--- config.mk ---
export PLATFORM = sky130hd
export DESIGN_NAME = spi_counter_rx
export DESIGN_NICKNAME = d
export VERILOG_FILES = /design/src/rtl/spi_counter_pkg.sv /design/src/rtl/sync_ff.sv /design/src/rtl/spi_counter_rx.sv
export SDC_FILE = /design/constraint.sdc
export NUM_CORES = 1
export LEC_CHECK = 0
export BUFFER_PORTS_ARGS = -buffer_cell sky130_fd_sc_hd__buf_2
export CORE_ASPECT_RATIO = 0.8
export CORE_MARGIN = 3
export CORE_UTILIZATION = 56
export CTS_BUF_LIST = sky130_fd_sc_hd__clkbuf_16
export DETAILED_ROUTE_END_ITERATION = 6
export PLACE_DENSITY = 0.89
export SLEW_MARGIN = 15
export SYNTH_ARGS = -nofsm -noshare
export SYNTH_HDL_FRONTEND = slang
export SYNTH_SLANG_ARGS = --single-unit
--- constraint.sdc ---
create_clock -name clk -period 2 [get_ports clk]
set_clock_uncertainty 0.1 [all_clocks]
set_input_delay 0.4 -clock clk [delete_from_list [all_inputs] [get_ports clk]]
set_output_delay 0.4 -clock clk [all_outputs]
set_load 0.02 [all_outputs]
--- src/rtl/spi_counter_pkg.sv ---
// Shared definitions for the SPI counter link: receiver FSM states and word width.
package spi_counter_pkg;
    localparam int DATA_W_DEFAULT = 14;

    typedef enum logic [1:0] {
        IDLE,
        RX_HIGH,
        RX_LOW,
        WAIT_SS
    } state_t;
endpackage

--- src/rtl/sync_ff.sv ---
// Multi-stage flip-flop synchronizer for one asynchronous input bit.
module sync_ff #(
    parameter int   STAGES    = 2,
    parameter logic RESET_VAL = 1'b0
) (
    input  logic clk,
    input  logic reset,
    input  logic d,
    output logic q
);

    logic [STAGES-1:0] chain;

    // NOTE: sequential state uses non-blocking assignments so every stage samples the pre-edge value.
    always_ff @(posedge clk or negedge reset) begin
        if (!reset) begin
            chain <= {STAGES{RESET_VAL}};
        end else begin
            chain <= {chain[STAGES-2:0], d};
        end
    end

    assign q = chain[STAGES-1];

endmodule

--- src/rtl/spi_counter_rx.sv ---
// SPI mode-0 slave that receives a 2-byte frame and rebuilds a DATA_W-bit counter word.
module spi_counter_rx
    import spi_counter_pkg::*;
#(
    parameter int SYNC_STAGES = 2,
    parameter int DATA_W      = DATA_W_DEFAULT
) (
    input  logic              clk,
    input  logic              reset,
    input  logic              sclk,
    input  logic              mosi,
    input  logic              ss,
    output logic              miso,
    output logic [DATA_W-1:0] o_data,
    output logic              o_valid,
    output logic              o_frame_err
);

    logic sclk_s, mosi_s, ss_s;
    logic sclk_d, ss_d;
    logic strobe, ss_fall;

    state_t state, state_next;

    logic [7:0]        shift_q;
    logic [7:0]        byte_next;
    logic [2:0]        bit_cnt;
    logic [DATA_W-9:0] high_byte;
    logic              last_bit;

    logic clr, shift_en, load_high, complete, abort;

    sync_ff #(.STAGES(SYNC_STAGES), .RESET_VAL(1'b0)) u_sync_sclk (
        .clk(clk), .reset(reset), .d(sclk), .q(sclk_s)
    );
    sync_ff #(.STAGES(SYNC_STAGES), .RESET_VAL(1'b0)) u_sync_mosi (
        .clk(clk), .reset(reset), .d(mosi), .q(mosi_s)
    );
    sync_ff #(.STAGES(SYNC_STAGES), .RESET_VAL(1'b1)) u_sync_ss (
        .clk(clk), .reset(reset), .d(ss), .q(ss_s)
    );

    always_ff @(posedge clk or negedge reset) begin
        if (!reset) begin
            sclk_d <= 1'b0;
            ss_d   <= 1'b1;
        end else begin
            sclk_d <= sclk_s;
            ss_d   <= ss_s;
        end
    end

    assign strobe    = sclk_s & ~sclk_d;
    assign ss_fall   = ss_d & ~ss_s;
    assign byte_next = {shift_q[6:0], mosi_s};
    assign last_bit  = (bit_cnt == 3'd7);
    assign miso      = 1'b0;

    always_ff @(posedge clk or negedge reset) begin
        if (!reset) state <= IDLE;
        else        state <= state_next;
    end

    // NOTE: every always_comb output gets a default first, so no path can infer a latch.
    always_comb begin
        state_next = state;
        clr        = 1'b0;
        shift_en   = 1'b0;
        load_high  = 1'b0;
        complete   = 1'b0;
        abort      = 1'b0;
        case (state)
            IDLE: begin
                if (ss_fall) begin
                    state_next = RX_HIGH;
                    clr        = 1'b1;
                end
            end
            RX_HIGH: begin
                if (ss_s) begin
                    state_next = IDLE;
                    abort      = 1'b1;
                end else if (strobe) begin
                    shift_en = 1'b1;
                    if (last_bit) begin
                        load_high  = 1'b1;
                        state_next = RX_LOW;
                    end
                end
            end
            RX_LOW: begin
                // The final strobe wins over a simultaneous ss release: the frame is complete.
                if (strobe && last_bit) begin
                    shift_en   = 1'b1;
                    complete   = 1'b1;
                    state_next = WAIT_SS;
                end else if (ss_s) begin
                    state_next = IDLE;
                    abort      = 1'b1;
                end else if (strobe) begin
                    shift_en = 1'b1;
                end
            end
            WAIT_SS: begin
                if (ss_s) state_next = IDLE;
            end
            default: state_next = IDLE;
        endcase
    end

    always_ff @(posedge clk or negedge reset) begin
        if (!reset) begin
            shift_q     <= '0;
            bit_cnt     <= '0;
            high_byte   <= '0;
            o_data      <= '0;
            o_valid     <= 1'b0;
            o_frame_err <= 1'b0;
        end else begin
            o_valid     <= complete;
            o_frame_err <= abort;
            if (clr) begin
                shift_q <= '0;
                bit_cnt <= '0;
            end else if (shift_en) begin
                shift_q <= byte_next;
                bit_cnt <= bit_cnt + 3'd1;
            end
            if (load_high) high_byte <= byte_next[DATA_W-9:0];
            if (complete)  o_data    <= {high_byte, byte_next};
        end
    end

endmodule

* Word level (Yosys, flattened, before mapping)
Index checks and enable logic that the tools add are counted.
** Word-level totals
- Output and inout port bits :: 17
- Bits of input ports :: 5
- Logic and storage cells :: 54
- Bits in registers :: 42
** Operators by class
- Bitwise logic cells :: 4
- Add/subtract/negate cells :: 1
- Eq/ne operators :: 7
- Reductions and logical operators :: 4
- Mux-type cells :: 26
** Operators with widths (number)
- $mux W7 :: 2
- $mux W1 :: 13
- $mux W2 :: 6
- $pmux W2 S4 :: 1
- $mux W3 :: 2
- $ne A3 B2 Y1 const B :: 2
- $eq A2 B2 Y1 const B :: 2
- $pmux W1 S2 :: 2
- $add A3 B1 Y3 const B :: 1
- $eq A3 B3 Y1 const B :: 1
- $reduce_and A3 Y1 :: 1
- $and A1 B1 Y1 :: 2
- $eq A2 B1 Y1 const B :: 1
- $logic_not A2 Y1 :: 1
- $ne A2 B2 Y1 const B :: 1
- $not A1 Y1 :: 2
- $reduce_bool A2 Y1 :: 1
- $logic_and A1 B1 Y1 :: 1

* Longest topological paths before layout
Gate-level depths: netlist of run 1.
- Depth after elaboration :: 8
- Mapped depth :: 7
- Gate-level depth less buffers :: 7

* Modules after synthesis
Synthesis of run 1 repeated with hierarchy kept, for this count alone.
** Second synthesis, totals
- Cells, all modules :: 150
- Area total of the unflattened synthesis :: 1689.1 µm²
** By module, submodules not included
- spi_counter_rx :: area an instance 1536.5 µm², times used 1, cells each 144
- sync_ff at u_sync_mosi ... :: area an instance 50.0 µm², times used 2, cells each 2
- sync_ff at u_sync_ss :: area an instance 52.6 µm², times used 1, cells each 2

* Least setup slack after synthesis of run 1
No wires, ideal clock.
- Path type :: register to register
- Start :: register bit_cnt[0]
- End :: register o_data[10]
- Slack :: 310 ps
- Data arrival time :: 1465 ps
- Cell stages (with the launch flop) :: 7
- Required time :: 1775 ps
- Path through :: dfrtp_1 -> ha_1 -> ha_1 -> and3b_1 -> nand2_4 -> inv_4 -> mux2_4
** Between the ends
- Word-level cells in the longest chain between the ends :: 4
** RTL lines
- from (decl) :: line spi_counter_rx.sv:27 : logic [2:0] bit_cnt;
- from (signal assigned) :: line spi_counter_rx.sv:127 : bit_cnt <= bit_cnt + 3'd1;
- $eq A3 B3 Y1 :: line spi_counter_rx.sv:56 : assign last_bit = (bit_cnt == 3'd7);
- $logic_and A1 B1 Y1 :: line spi_counter_rx.sv:93 : if (strobe && last_bit) begin
- $mux W1 :: line spi_counter_rx.sv:93
- $mux W1 :: line spi_counter_rx.sv:72 : case (state)
- net complete :: line spi_counter_rx.sv:31 : logic clr, shift_en, load_high, complete, abort;
- to (signal assigned) :: line spi_counter_rx.sv:130 : if (complete) o_data <= {high_byte, byte_next};
- to (decl) :: line spi_counter_rx.sv:14 : output logic [DATA_W-1:0] o_data,
The timed path passes the listed nets, and every way through them passes these cells.
A chain may end at the register's enable or synchronous reset.

* Worst setup path in the final report of run 1
- Start :: register state[1]
- End :: register shift_q[4]
** Between the ends
- Word-level cells in the longest chain between the ends :: 3
** RTL lines
- from (decl) :: line spi_counter_rx.sv:23 : state_t state, state_next;
- from (signal assigned) :: line spi_counter_rx.sv:61 : else state <= state_next;
- $eq A2 B2 Y1 (tied with other cells) :: line spi_counter_rx.sv:72
- $pmux W1 S2 or $mux W1 (tied branches) :: line spi_counter_rx.sv:72
- $reduce_bool A2 Y1 (no line) or $mux W7 (tied branches)
- to (signal assigned) :: line spi_counter_rx.sv:126 : shift_q <= byte_next;
- to (decl) :: line spi_counter_rx.sv:25 : logic [7:0] shift_q;
Several ways; a longest one is shown, not always the timed one.

==> results of run 1 <==
==> per-layer routing <==
| layer | routed length, um | part of all wire | GRT usage |
|---|---|---|---|
| met4 | 85 | 0.029 | 0.0896 |
| met2 | 1500 | 0.51 | 0.308 |
| met3 | 146 | 0.050 | 0.0793 |
| met1 | 1210 | 0.41 | 0.234 |
| met5 | 0 | 0 | 0 |
==> cell type report <==
class / count / area [um^2] / share of cell area
multi-input combinational: 71 / 623 / 0.311
tap: 38 / 47.5 / 0.0237
timing repair buffer: 23 / 123 / 0.0612
inverter: 4 / 17.5 / 0.00874
sequential: 42 / 1050 / 0.527
clock inverter: 3 / 12.5 / 0.00625
clock buffer: 5 / 125 / 0.0625
==> logic make-up after synthesis <==
group                      Yosys count  synth area share
DFF                                 42             0.619
muxes                               29             0.196
and+or+nand+nor                     26            0.0786
AOI/OAI and AO/OA                    8            0.0331
adders and majority gates            6            0.0441
buffers and inverters                6            0.0213
other                                1           0.00220
xor gates and xnor gates             1           0.00514
==> power by group through the flow <==
stage	Combinational (mW)	Sequential (mW)	Clock [mW]
after floorplan	0.119	0.924	0
final	0.193	0.912	0.737
after global placement	0.166	0.922	0
after CTS	0.193	0.912	0.758
after global routing	0.218	0.915	0.798
after detailed placement	0.184	0.926	0
==> cells in the mapped netlist, drive strengths merged <==
cell type  instances  area share
a21boi             1      0.0044
a21oi              1      0.0029
and2b              1      0.0044
and3b              1      0.0051
buf                2       0.011
conb               1      0.0022
dfrtp             39        0.57
dfstp              3       0.046
ha                 6       0.044
inv                4       0.010
mux2              20        0.14
mux2i              9       0.053
nand2              4       0.013
nand2b             3       0.011
nor2              16       0.040
nor2b              1      0.0051
o2111ai            1      0.0088
o21ai              4       0.012
o2bb2ai            1      0.0051
xor2               1      0.0051
==> registers in the layout (all words and copies together) (netlist names), 2 cells and up <==
name,cells
state,2
bit_cnt,3
u_sync_mosi.chain,2
o_data,14
u_sync_ss.chain,2
high_byte,6
u_sync_sclk.chain,2
shift_q,7
==> cell usage in the layout, fill, tap and decap left out, drive strengths merged, types with 3 or more instances in the layout <==
cell	count
dfstp	3
o21ai	4
inv	5
nor2	16
nand2	4
mux2i	9
clkbuf	5
buf	23
mux2	20
nand2b	3
ha	6
dfrtp	39
==> worst max-delay path: stages (launching register included) <==
cell       delay [ps]
dfrtp_1           420
inv_1              90
ha_1              230
nor2b_2           190
o2111ai_4         430
mux2i_1           260
nor2_1             60
==> how the worst max path moves through the flow <==
stage	start	slack, ps	endpoint	cells after the start
final	state[1]$_DFFE_PN0P_	120	shift_q[4]$_DFFE_PN0P_	6
after global routing	state[1]$_DFFE_PN0P_	0.09	bit_cnt[1]$_DFFE_PN0P_	6
after CTS	state[1]$_DFFE_PN0P_	120	bit_cnt[1]$_DFFE_PN0P_	6
after detailed placement	state[1]$_DFFE_PN0P_	-50	bit_cnt[1]$_DFFE_PN0P_	6
after global placement	state[1]$_DFFE_PN0P_	120	shift_q[2]$_DFFE_PN0P_	6
after floorplan	bit_cnt[0]$_DFFE_PN0P_	310	o_data[10]$_DFFE_PN0P_	6
==> through the flow <==
| step | util | TNS [ps] |
|---|---|---|
| after detailed placement | 0.655 | -346 |
| after global routing | 0.708 | 0 |
| after CTS | 0.708 | 0 |
| after floorplan | - | 0 |
| final | 0.708 | 0 |
| after global placement | 0.655 | 0 |
==> what timing repair did <==
action                                  CTS  global route
resized for setup                         1             0
hold buffers                              0             0
endpoints found under the setup margin    9             0
==> impl_metrics.tcl, run 1 <==
set metrics [dict create \
    outcome "finished clean" \
    pwr-share-comb 0.105 \
    drive_gt1_frac 0.365 \
    drc_errors 0 \
    place_ws_ps -53.1 \
    hold_viol_final 0 \
    required_ps 2070 \
    setup_ws_ps 118 \
    synth_area_per_cell_um2 14.3 \
    post_cts_buffers 0 \
    rr_endpoint "shift_q[4]$_DFFE_PN0P_" \
    vias 977 \
    coreArea_um2 2830 \
    antenna_found_initial 0 \
    die_w_um 67.7 \
    grt_pass1_wl_um 5280 \
    crit_fanout 10 \
    vdd_drop_max_mv 0.631 \
    num_rows 17 \
    synthesis.nets 130 \
    grt_remaining_overflow 0 \
    fin_crit_sh 0.941 \
    port_buffers 20 \
    r2r_start "state[1]$_DFFE_PN0P_" \
    chipHeight_um 55.3 \
    clk_pin_slew_ps 50 \
    routed_wl_um 2940 \
    yosysSeqAreaShare 0.619 \
    fin_nets 158 \
    ant_nets 0 \
    fmax_ghz 0.531 \
    path_class "reg2reg" \
    drt_iter0_markers 15 \
    diodes 0 \
    initial_core_util 0.602 \
    clkPwrFrac 0.400 \
    leakage_nw 1.14 \
    yosys_warnings 0 \
    timing.hold.ws_ps 80.1 \
    grt_pass1_vias 1099 \
    cts-buffers-inserted 5 \
    drv_slew 0 \
    swShare 0.237 \
    gp_congestion 0.825 \
    r2r_cells 6 \
    die_area_um2 3740 \
    dp_cells 178 \
    cp.arrival_ps 1950 \
    rsz0062_at_grt "no" \
    slew_headroom 0.665 \
    p_int_mw 1.41 \
    power.share.sequential 0.495 \
    grt_usage 0.197 \
    cts_sinks 42 \
    power.total_mw 1.84 \
    syn_area_um2 1700 \
    p_sw_mw 0.437 \
    setup_viol 0 \
    grt_max_degree 43 \
    ys_types 27 \
    wl_per_cell_um 15.8 \
    fin_cells 186 \
    hold_path_class "in2async" \
    ys_ff_latch 42 \
    design_area_um2 2000 \
    num_io_pins 22 \
    netlist_instances 119 \
    tritoncts "done" \
    htreeDepth 2 \
    cap_viol_max_count 0 \
    viasPerCell 5.25 \
    fin_crit_ps 1880 \
    place_hpwl_um 2050 \
    p_per_area_nw_per_um2 920 \
    nFillCells 199 \
    r2r_slack_ps 120 \
    area_delta_synth_final_pct 17.6 \
    tightest_slew_ps 503 \
    cts_max_path_buffers 2 \
    start_kind "register" \
    root_buffer "clkbuf_16" \
    clk_latency_ps 280 \
    placed_area_um2 1850 \
    dr.pass1.iters 4 \
    end_kind "register" \
]
Note: power is estimated with default switching activity, not from simulation.
==> run 2, diff against run 1 <==
--- a/config.mk
+++ b/config.mk
@@ -9,8 +9,8 @@
 export CORE_ASPECT_RATIO = 0.8
 export CORE_MARGIN = 3
-export CORE_UTILIZATION = 56
+export CORE_UTILIZATION = 50
 export CTS_BUF_LIST = sky130_fd_sc_hd__clkbuf_16
 export DETAILED_ROUTE_END_ITERATION = 6
-export PLACE_DENSITY = 0.89
+export PLACE_DENSITY = 0.84
 export SLEW_MARGIN = 15
 export SYNTH_ARGS = -nofsm -noshare
==> constraint.sdc (replaced) <==
create_clock -name clk -period 1.7 [get_ports clk]
set_clock_uncertainty 0.1 [all_clocks]
set_input_delay 0.34 -clock clk [delete_from_list [all_inputs] [get_ports clk]]
set_output_delay 0.34 -clock clk [all_outputs]
set_load 0.01 [all_outputs]
==> impl_metrics.tcl, run 2 (same netlist as run 1, synthesis figures left out) <==
set metrics [dict create \
    outcome "finished with violations" \
    violations "negative setup slack" \
    crit_fanout 7 \
    crit_buf_inv 1 \
    crit_family "simple AND/OR/NAND/NOR gates" \
    power.total_mw 2.50 \
    end_kind "register" \
    port_buffers 20 \
    hold_viol_final 0 \
    start_kind "register" \
    hold_path_class "in2reg" \
    dr.pass1.iters 3 \
    timing.hold.ws_ps 54.2 \
    vdd_drop_max_mv 0.714 \
    min_from "ss" \
    cts_max_path_buffers 2 \
    gp_congestion 0.739 \
    clk_pin_slew_ps 60 \
    drt_iter0_markers 14 \
    chipHeight_um 58.2 \
    vias 1025 \
    cts_sinks 42 \
    die_w_um 71.2 \
    tritoncts "done" \
    wl_per_cell_um 16.8 \
    cts-buffers-inserted 5 \
    viasPerCell 5.10 \
    crit_chain "ha_2 > ha_4 > and3b_2 > nand2_8 > inv_8 > mux2_4" \
    num_rows 18 \
    drv_slew 0 \
    clk_latency_ps 280 \
    final_common_cell "dfrtp_1" \
    die_area_um2 4150 \
    slowest_delay_ps 390 \
    drc_errors 0 \
    cpMaxStageDelayCell "dfrtp_1" \
    grt_remaining_overflow 0 \
    grt_pass1_wl_um 5480 \
    setup_viol 16 \
    setup_ws_ps -41.1 \
    final_cell_mix "39 x dfrtp_1, 20 x buf_2, 14 x nor2_1" \
    antenna_found_initial 0 \
    required_ps 1770 \
    top_register "o_data" \
    cap_viol_max_count 0 \
    routed_wl_um 3380 \
    fin_nets 171 \
    nFillCells 190 \
    place_hpwl_um 1980 \
    drive_gt1_frac 0.497 \
    place_ws_ps -109 \
    fmax_ghz 0.574 \
    p_per_area_nw_per_um2 1070 \
    fin_crit_ps 1740 \
    grt_max_degree 25 \
    path_class "reg2reg" \
    grt_usage 0.181 \
    fin_crit_sh 1.02 \
    cp.arrival_ps 1810 \
    crit_start "bit_cnt[1]$_DFFE_PN0P_" \
    diodes 0 \
    r2r_start "bit_cnt[1]$_DFFE_PN0P_" \
    initial_core_util 0.536 \
    dp_cells 184 \
    top_regs "o_data (14), shift_q (7), high_byte (6)" \
    htreeDepth 2 \
    grt_pass1_vias 1089 \
    largest_reg_flops 14 \
    rsz0062_at_grt "yes" \
    root_buffer "clkbuf_16" \
    num_io_pins 22 \
    leakage_nw 1.26 \
    coreArea_um2 3180 \
    area_delta_synth_final_pct 37.0 \
    ant_nets 0 \
    fin_cells 201 \
]
run 2: layout make-up:
| class | count | area (um^2) | area share |
|---|---|---|---|
| clock inverter | 3 | 37.5 | 0.0161 |
| sequential | 42 | 1050 | 0.452 |
| inverter | 4 | 22.5 | 0.00966 |
| multi-input combinational | 72 | 783 | 0.336 |
| tap | 40 | 50.0 | 0.0215 |
| clock buffer | 5 | 125 | 0.0536 |
| timing repair buffer | 35 | 259 | 0.111 |
run 2: path summary, 6_finish.rpt:
path                                                  end  slack (ps)  cells after the start
max reg2reg                         o_data[9]$_DFFE_PN0P_         -40                      6
min reg2reg                u_sync_mosi.chain[1]$_DFF_PN0_         250                      0
max in group asynchronous          shift_q[1]$_DFFE_PN0P_         600                      3
max                                 o_data[9]$_DFFE_PN0P_         -40                      6
min                          u_sync_ss.chain[0]$_DFF_PN1_          50                      1
min in group asynchronous          bit_cnt[0]$_DFFE_PN0P_         430                      2
run 2: metrics by stage:
stage,util,cell area [um^2],setup TNS [ps]
global route,0.734,2330,-1410
CTS,0.704,2240,-305
detailed placement,0.602,1910,-1330
global placement,0.602,1910,-128
finish,0.734,2330,-377
floorplan,-,1700,0
run 2: layer usage:
layer / share of wire / track usage / wire length [um] / vias up
li1: - / - / - / 480
met1: 0.45 / 0.222 / 1510 / 515
met2: 0.49 / 0.301 / 1670 / 24
met3: 0.045 / 0.0641 / 152 / 6
met4: 0.013 / 0.0563 / 44 / 0
met5: 0 / 0 / 0 / -
run 2: what timing repair did:
action | 4_1_cts | 5_1_grt
setup endpoints to repair | 22 | 25
buffers inserted | 5 | 2
hold endpoints to repair | 15 | 0
hold buffers | 1 | 0
pin swaps | 5 | 6
gates resized for setup | 18 | 23
cloned | 2 | 0
run 2: where the power goes:
part / switching (mW) / internal, mW
sequential: 0.0314 / 1.04
clock: 0.357 / 0.681
combinational: 0.191 / 0.197
